$ cat src/rtl/decrip_stream_pkg.sv
// Shared definitions for the 3-bit -> 5-bit substitution code link.
// Holds the code table (used by both the encryptor and decryptor) and the
// receive-side link-health state encoding.
package decrip_stream_pkg;

    // Code emitted by the encryptor for each 3-bit symbol value
    localparam logic [4:0] CODE_0 = 5'd7;
    localparam logic [4:0] CODE_1 = 5'd1;
    localparam logic [4:0] CODE_2 = 5'd9;
    localparam logic [4:0] CODE_3 = 5'd6;
    localparam logic [4:0] CODE_4 = 5'd10;
    localparam logic [4:0] CODE_5 = 5'd11;
    localparam logic [4:0] CODE_6 = 5'd20;
    localparam logic [4:0] CODE_7 = 5'd8;

    // Link health: waiting for first good code, normal, too many bad codes
    typedef enum logic [1:0] {
        ST_SYNC  = 2'd0,
        ST_RUN   = 2'd1,
        ST_ALARM = 2'd2
    } state_t;

    // Forward mapping, for the encryption side
    function automatic logic [4:0] encrypt_sym(input logic [2:0] sym);
        logic [4:0] code;
        case (sym)
            3'd0:    code = CODE_0;
            3'd1:    code = CODE_1;
            3'd2:    code = CODE_2;
            3'd3:    code = CODE_3;
            3'd4:    code = CODE_4;
            3'd5:    code = CODE_5;
            3'd6:    code = CODE_6;
            default: code = CODE_7;
        endcase
        return code;
    endfunction

endpackage

$ cat src/rtl/decrip_lut.sv
// Inverse substitution table: 5-bit code -> 3-bit symbol.
// Codes outside the table report o_inv=1 with a zero symbol.
module decrip_lut
    import decrip_stream_pkg::*;
(
    input  logic [4:0] i_code,
    output logic [2:0] o_sym,
    output logic       o_inv
);

    // Table lookup; anything not listed is an invalid code
    always_comb begin
        o_sym = 3'd0;
        o_inv = 1'b0;
        case (i_code)
            CODE_0:  o_sym = 3'd0;
            CODE_1:  o_sym = 3'd1;
            CODE_2:  o_sym = 3'd2;
            CODE_3:  o_sym = 3'd3;
            CODE_4:  o_sym = 3'd4;
            CODE_5:  o_sym = 3'd5;
            CODE_6:  o_sym = 3'd6;
            CODE_7:  o_sym = 3'd7;
            default: o_inv = 1'b1;
        endcase
    end

endmodule

$ cat src/rtl/decrip_stream.sv
// Receive-side decryptor for the substitution-coded symbol link.
// Valid/ready input, one registered output stage, SYNC/RUN/ALARM link
// health tracking and a saturating count of invalid codes.
module decrip_stream
    import decrip_stream_pkg::*;
#(
    parameter int ERR_LIM  = 3,
    parameter int GOOD_LIM = 2,
    parameter int CNT_W    = 8
) (
    input  logic             CLK,
    input  logic             RST,
    input  logic [4:0]       ECRi,
    input  logic             ECRi_vld,
    output logic             ECRi_rdy,
    output logic [2:0]       Dout,
    output logic             Dout_vld,
    input  logic             Dout_rdy,
    output logic             Derr,
    output logic             ALARM,
    output logic [CNT_W-1:0] ERRCNT
);

    localparam logic [3:0]       ERR_LIM_4  = 4'(ERR_LIM);
    localparam logic [3:0]       GOOD_LIM_4 = 4'(GOOD_LIM);
    localparam logic [CNT_W-1:0] CNT_MAX    = {CNT_W{1'b1}};
    localparam logic [CNT_W-1:0] CNT_ONE    = {{(CNT_W-1){1'b0}}, 1'b1};

    state_t           r_state, w_state_nxt;
    logic [3:0]       r_bad_run, w_bad_nxt, w_bad_inc;
    logic [3:0]       r_good_run, w_good_nxt, w_good_inc;
    logic [CNT_W-1:0] r_errcnt, w_errcnt_nxt, w_errcnt_sat;
    logic [2:0]       r_dout;
    logic             r_derr;
    logic             r_dvld;
    logic [2:0]       w_sym;
    logic             w_inv;
    logic             w_acc;
    logic             w_emit;

    decrip_lut u_lut (
        .i_code (ECRi),
        .o_sym  (w_sym),
        .o_inv  (w_inv)
    );

    // Output slot is free when empty or being drained this cycle
    assign ECRi_rdy     = !RST && (!r_dvld || Dout_rdy);
    assign w_acc        = ECRi_vld && ECRi_rdy;
    assign w_bad_inc    = r_bad_run + 4'd1;
    assign w_good_inc   = r_good_run + 4'd1;
    assign w_errcnt_sat = (r_errcnt == CNT_MAX) ? r_errcnt : r_errcnt + CNT_ONE;

    // Next state, run counters and error count, advanced only on accepted codes
    always_comb begin
        w_state_nxt  = r_state;
        w_bad_nxt    = r_bad_run;
        w_good_nxt   = r_good_run;
        w_errcnt_nxt = r_errcnt;
        w_emit       = 1'b0;
        if (w_acc) begin
            case (r_state)
                ST_SYNC: begin
                    // Bad codes before lock are silently swallowed
                    if (!w_inv) begin
                        w_emit      = 1'b1;
                        w_state_nxt = ST_RUN;
                        w_bad_nxt   = 4'd0;
                        w_good_nxt  = 4'd0;
                    end
                end
                ST_RUN: begin
                    w_emit = 1'b1;
                    if (w_inv) begin
                        w_errcnt_nxt = w_errcnt_sat;
                        if (w_bad_inc == ERR_LIM_4) begin
                            w_state_nxt = ST_ALARM;
                            w_bad_nxt   = 4'd0;
                            w_good_nxt  = 4'd0;
                        end else begin
                            w_bad_nxt = w_bad_inc;
                        end
                    end else begin
                        w_bad_nxt = 4'd0;
                    end
                end
                ST_ALARM: begin
                    w_emit = 1'b1;
                    if (w_inv) begin
                        w_errcnt_nxt = w_errcnt_sat;
                        w_good_nxt   = 4'd0;
                    end else if (w_good_inc == GOOD_LIM_4) begin
                        w_state_nxt = ST_RUN;
                        w_bad_nxt   = 4'd0;
                        w_good_nxt  = 4'd0;
                    end else begin
                        w_good_nxt = w_good_inc;
                    end
                end
                default: w_state_nxt = ST_SYNC;
            endcase
        end
    end

    // State register and counters
    always_ff @(posedge CLK) begin
        if (RST) begin
            r_state    <= ST_SYNC;
            r_bad_run  <= 4'd0;
            r_good_run <= 4'd0;
            r_errcnt   <= '0;
        end else begin
            r_state    <= w_state_nxt;
            r_bad_run  <= w_bad_nxt;
            r_good_run <= w_good_nxt;
            r_errcnt   <= w_errcnt_nxt;
        end
    end

    // Output register: load a new result, else release on consume, else hold
    always_ff @(posedge CLK) begin
        if (RST) begin
            r_dvld <= 1'b0;
            r_dout <= 3'd0;
            r_derr <= 1'b0;
        end else if (w_emit) begin
            r_dvld <= 1'b1;
            r_dout <= w_sym;
            r_derr <= w_inv;
        end else if (r_dvld && Dout_rdy) begin
            r_dvld <= 1'b0;
        end
    end

    assign Dout     = r_dout;
    assign Dout_vld = r_dvld;
    assign Derr     = r_derr;
    assign ALARM    = (r_state == ST_ALARM);
    assign ERRCNT   = r_errcnt;

endmodule

$ cat config.mk
export PLATFORM = sky130hd
export DESIGN_NAME = decrip_stream
export DESIGN_NICKNAME = d
export VERILOG_FILES = /design/src/rtl/decrip_stream_pkg.sv /design/src/rtl/decrip_lut.sv /design/src/rtl/decrip_stream.sv
export SDC_FILE = /design/constraint.sdc
export NUM_CORES = 1
export LEC_CHECK = 0
export CAP_MARGIN = 30
export CORE_MARGIN = 1
export CORE_UTILIZATION = 38
export CTS_CLUSTER_DIAMETER = 80
export CTS_CLUSTER_SIZE = 12
export DETAILED_ROUTE_END_ITERATION = 8
export PLACE_DENSITY = 0.62
export SETUP_SLACK_MARGIN = 0.3
export SLEW_MARGIN = 20
export SYNTH_ARGS = -nofsm -noshare
export SYNTH_HDL_FRONTEND = slang
export SYNTH_SLANG_ARGS = --single-unit
$ cat constraint.sdc
create_clock -name CLK -period 2.2 [get_ports CLK]
set_input_delay 0.44 -clock CLK [delete_from_list [all_inputs] [get_ports CLK]]
set_output_delay 0.44 -clock CLK [all_outputs]
set_load 0.005 [all_outputs]
==> flow_summary.toml <==
[pwr]
p_clk_share_pct = 28.8
combPwrFrac_pct = 25.0
seqPwrFrac_pct = 46.2
switching_share_pct = 28.8
powerDensity_nw_per_um2 = 420
leakage_nw = 0.831
peakVddDrop_uv = 371
internal_power_mw = 0.661
power_mw = 0.928
switchingPower_mw = 0.267

[critical_path]
crit_path_start_kind = "input pin"
cp_data_required_time_ns = 2.39
reg2reg_depth = 7
setup.worst_path.end_class = "flip-flop"
crit_slowest_cell = "or3b_4"
r2r_slack_ns = 0.33
cp_max_fo = 6
worstSetupPathType = "input pin to flip-flop"
max_stage_delay_ns = 0.43
cp.arrival_ns = 2.08
reg2reg_from = "r_good_run[1]"
path_cells = "buf_2 > or3b_4 > a21o_4 > nand2_2 > a21boi_2 > a2111oi_4 > mux2i_1"
rr_endpoint = "r_state[1]"

[clocking]
numCtsBuffers = 3
cts_tree = "yes"
path_clk_slew_ns = 0.08
h-tree-depth = 1
ctsHoldBuffers = 0
clock_sinks = 23
clk_latency_ns = 0.26
clockBufferDepth = 2
cts-root-buf = "clkbuf_8"

[timing]
slew_headroom_pct = 73.4
final_period_minus_worst_setup_slack_ns = 1.89
slew_viol_final = 0
setup_viol = 0
fin_crit_sh_pct = 85.8
setup_tns_ns = 0
fmax_ghz = 0.530
hold_viol_final = 0
finClkSkew_ns = 0.00182
hold_ws_ns = 0.456
tightest_slew_ns = 0.396
rsz0062_at_grt = "true"

[detailed_routing]
routedWlPerCell_um = 14.6
drt_iter0_drc = 62
route.detailed.drc = 0
viasPerCell = 5.25
drt-total-wl_um = 3940
antenna_left = 0
vias = 1412
dr.pass1.iters = 5

[place]
numPortBuffers = 23
placedCellCount = 256
routabilityCongestion = 0.800
hpwl_um = 2710

[yosys]
synth_top_family_by_area = "simple AND/OR/NAND/NOR gates"
syn_area_per_cell_um2 = 8.63
ys_types = 50
synth-warning-count = 0
synth_flop_cell = "dfxtp_1"
synth_edf_count = 0
syn_area_um2 = 1440
synth.net_count = 185
synthAdderAreaFrac_pct = 7.81
synthSimpleGateAreaFrac_pct = 27.3
muxShareOfSynthArea_pct = 4.17
synth_top_area_share_pct = 31.9
synth-xor-area-share_pct = 4.86
seq_area_frac_synth_pct = 31.9
synth_top_area_cell = "dfxtp_1"
synth.area.top_cells = "dfxtp_1, ha_1, mux2i_1"
ys_ff_latch = 23
syn-instance-count = 167
synth_compound_area_share_pct = 19.1
ys_async_sr_fraction_pct = 0

[grt]
overflow = 0
grt_pass1_vias = 1451
antenna_found_initial = 0
grt_max_degree = 14
grt_first_pass_wirelength_um = 6310
track_usage_pct = 20.0

[layout]
final_layout_size_suffix_gt1_share_pct = 33.9
finalNonFillerCells = 269
syn_to_final_growth_pct = 53.4
nets = 240
n_antenna_cell = 0
final_util_pct = 60.4

[worst_hold_path]
hp-class = "flip-flop to flip-flop"
hold_path_end = "Dout[0]"
min_path_cells = 2
hp-start = "Dout[0]"

[floorplan]
core_area_um2 = 3660
dieArea_um2 = 4040
die_h_um = 63.6
pin_count = 24
row_count = 22
die_w_um = 63.6
start_util_pct = 39.4

[run_status]
outcome = "complete, no violations"

[run]
drv_cap = 0
what timing repair did:
item / CTS / global route
setup buffers: 4 / 5
pin swaps: 12 / 12
resized for setup: 42 / 21
endpoints found under the setup margin: 25 / 23
critical path, delay by kind of cell:
family / cells / cell delay [ns]
compound gates: 3 / 0.73
mux: 1 / 0.23
buf+inv: 1 / 0.14
simple gates: 2 / 0.53
state kept, by name (all words and copies together), names as in the netlist:
name,count
Derr,1
Dout,3
Dout_vld,1
ERRCNT,8
r_bad_run,4
r_good_run,4
r_state,2
synthesized netlist by cell type (2+ instances only):
library cell and n:
or3_1 2, and3_1 2, xnor2_1 2, o22ai_1 2
o21ai_1 2, ha_1 9, clkbuf_1 2, a21oi_1 5
nand3b_1 2, xor2_1 6, o32ai_1 3, o21ai_0 4
nand2b_1 3, nand3_1 8, nor2b_1 3, nor2_1 15
nand2_1 12, a31oi_1 3, nor4_1 3, and4_1 3
mux2i_1 6, a21o_1 5, and2_1 3, nand4_1 2
inv_1 12, nand4bb_1 2, dfxtp_1 23
logic make-up (layout without fill, tap and decap cells):
| logic type | Yosys count | after routing |
|---|---|---|
| mux | 6 | 6 |
| compound gates | 37 | 37 |
| simple gates | 68 | 68 |
| buf+inv | 16 | 70 |
| flops | 23 | 23 |
| xor+xnor | 8 | 8 |
| fa+ha+maj | 9 | 9 |
routing by layer:
layer | GRT usage [%] | vias up | share of wire [%]
met2 | 39.2 | 34 | 54
met3 | 3.62 | 8 | 2.9
met5 | 0 | - | 0
met4 | 5.11 | 0 | 1.1
li1 | - | 707 | -
met1 | 21.4 | 663 | 42
power by group through the flow:
stage	registers, mW	clock network, mW	logic (mW)
finish	0.429	0.268	0.232
global route	0.430	0.294	0.248
CTS	0.430	0.276	0.207
detailed placement	0.442	0	0.189
global placement	0.441	0	0.185
floorplan	0.441	0	0.104
cells in the final DEF (no fill, tap or decap), types with 6 or more instances in the layout:
| cell | n |
|---|---|
| buf_4 | 30 |
| clkdlybuf4s50_1 | 15 |
| dfxtp_1 | 17 |
| inv_1 | 12 |
| mux2i_1 | 6 |
| nand2_1 | 11 |
| nand3_1 | 7 |
| nor2_1 | 15 |
| xor2_1 | 6 |
final cells by class:
cell class | instances | area (µm²)
multi-input cells | 128 | 1130
well taps | 48 | 60.1
flip-flops and latches | 23 | 480
repair buffers | 54 | 449
fillers | 322 | 1450
inverters | 12 | 45.0
clock inverters | 1 | 5.00
clock buffers | 3 | 41.3
worst max path at each step:
stage | start | slack [ns] | cells after the start | endpoint
after floorplan | ECRi[1] | 0.29 | 8 | Dout[0]
after global placement | ECRi[2] | -0.23 | 7 | r_state[1]
after detailed placement | ECRi[2] | -0.31 | 7 | r_state[1]
after CTS | r_good_run[1] | 0.30 | 7 | r_bad_run[0]
after global routing | ECRi[3] | 0.24 | 7 | r_state[1]
final | ECRi[2] | 0.31 | 7 | r_state[1]
metrics by stage:
step | worst slack, ns | instance area, µm²
after floorplan | 0.286 | 1440
after global placement | -0.227 | 1870
after detailed placement | -0.309 | 1870
after CTS | 0.299 | 2080
after global routing | 0.242 | 2210
final | 0.312 | 2210
Power figures use the tool's default switching activity.
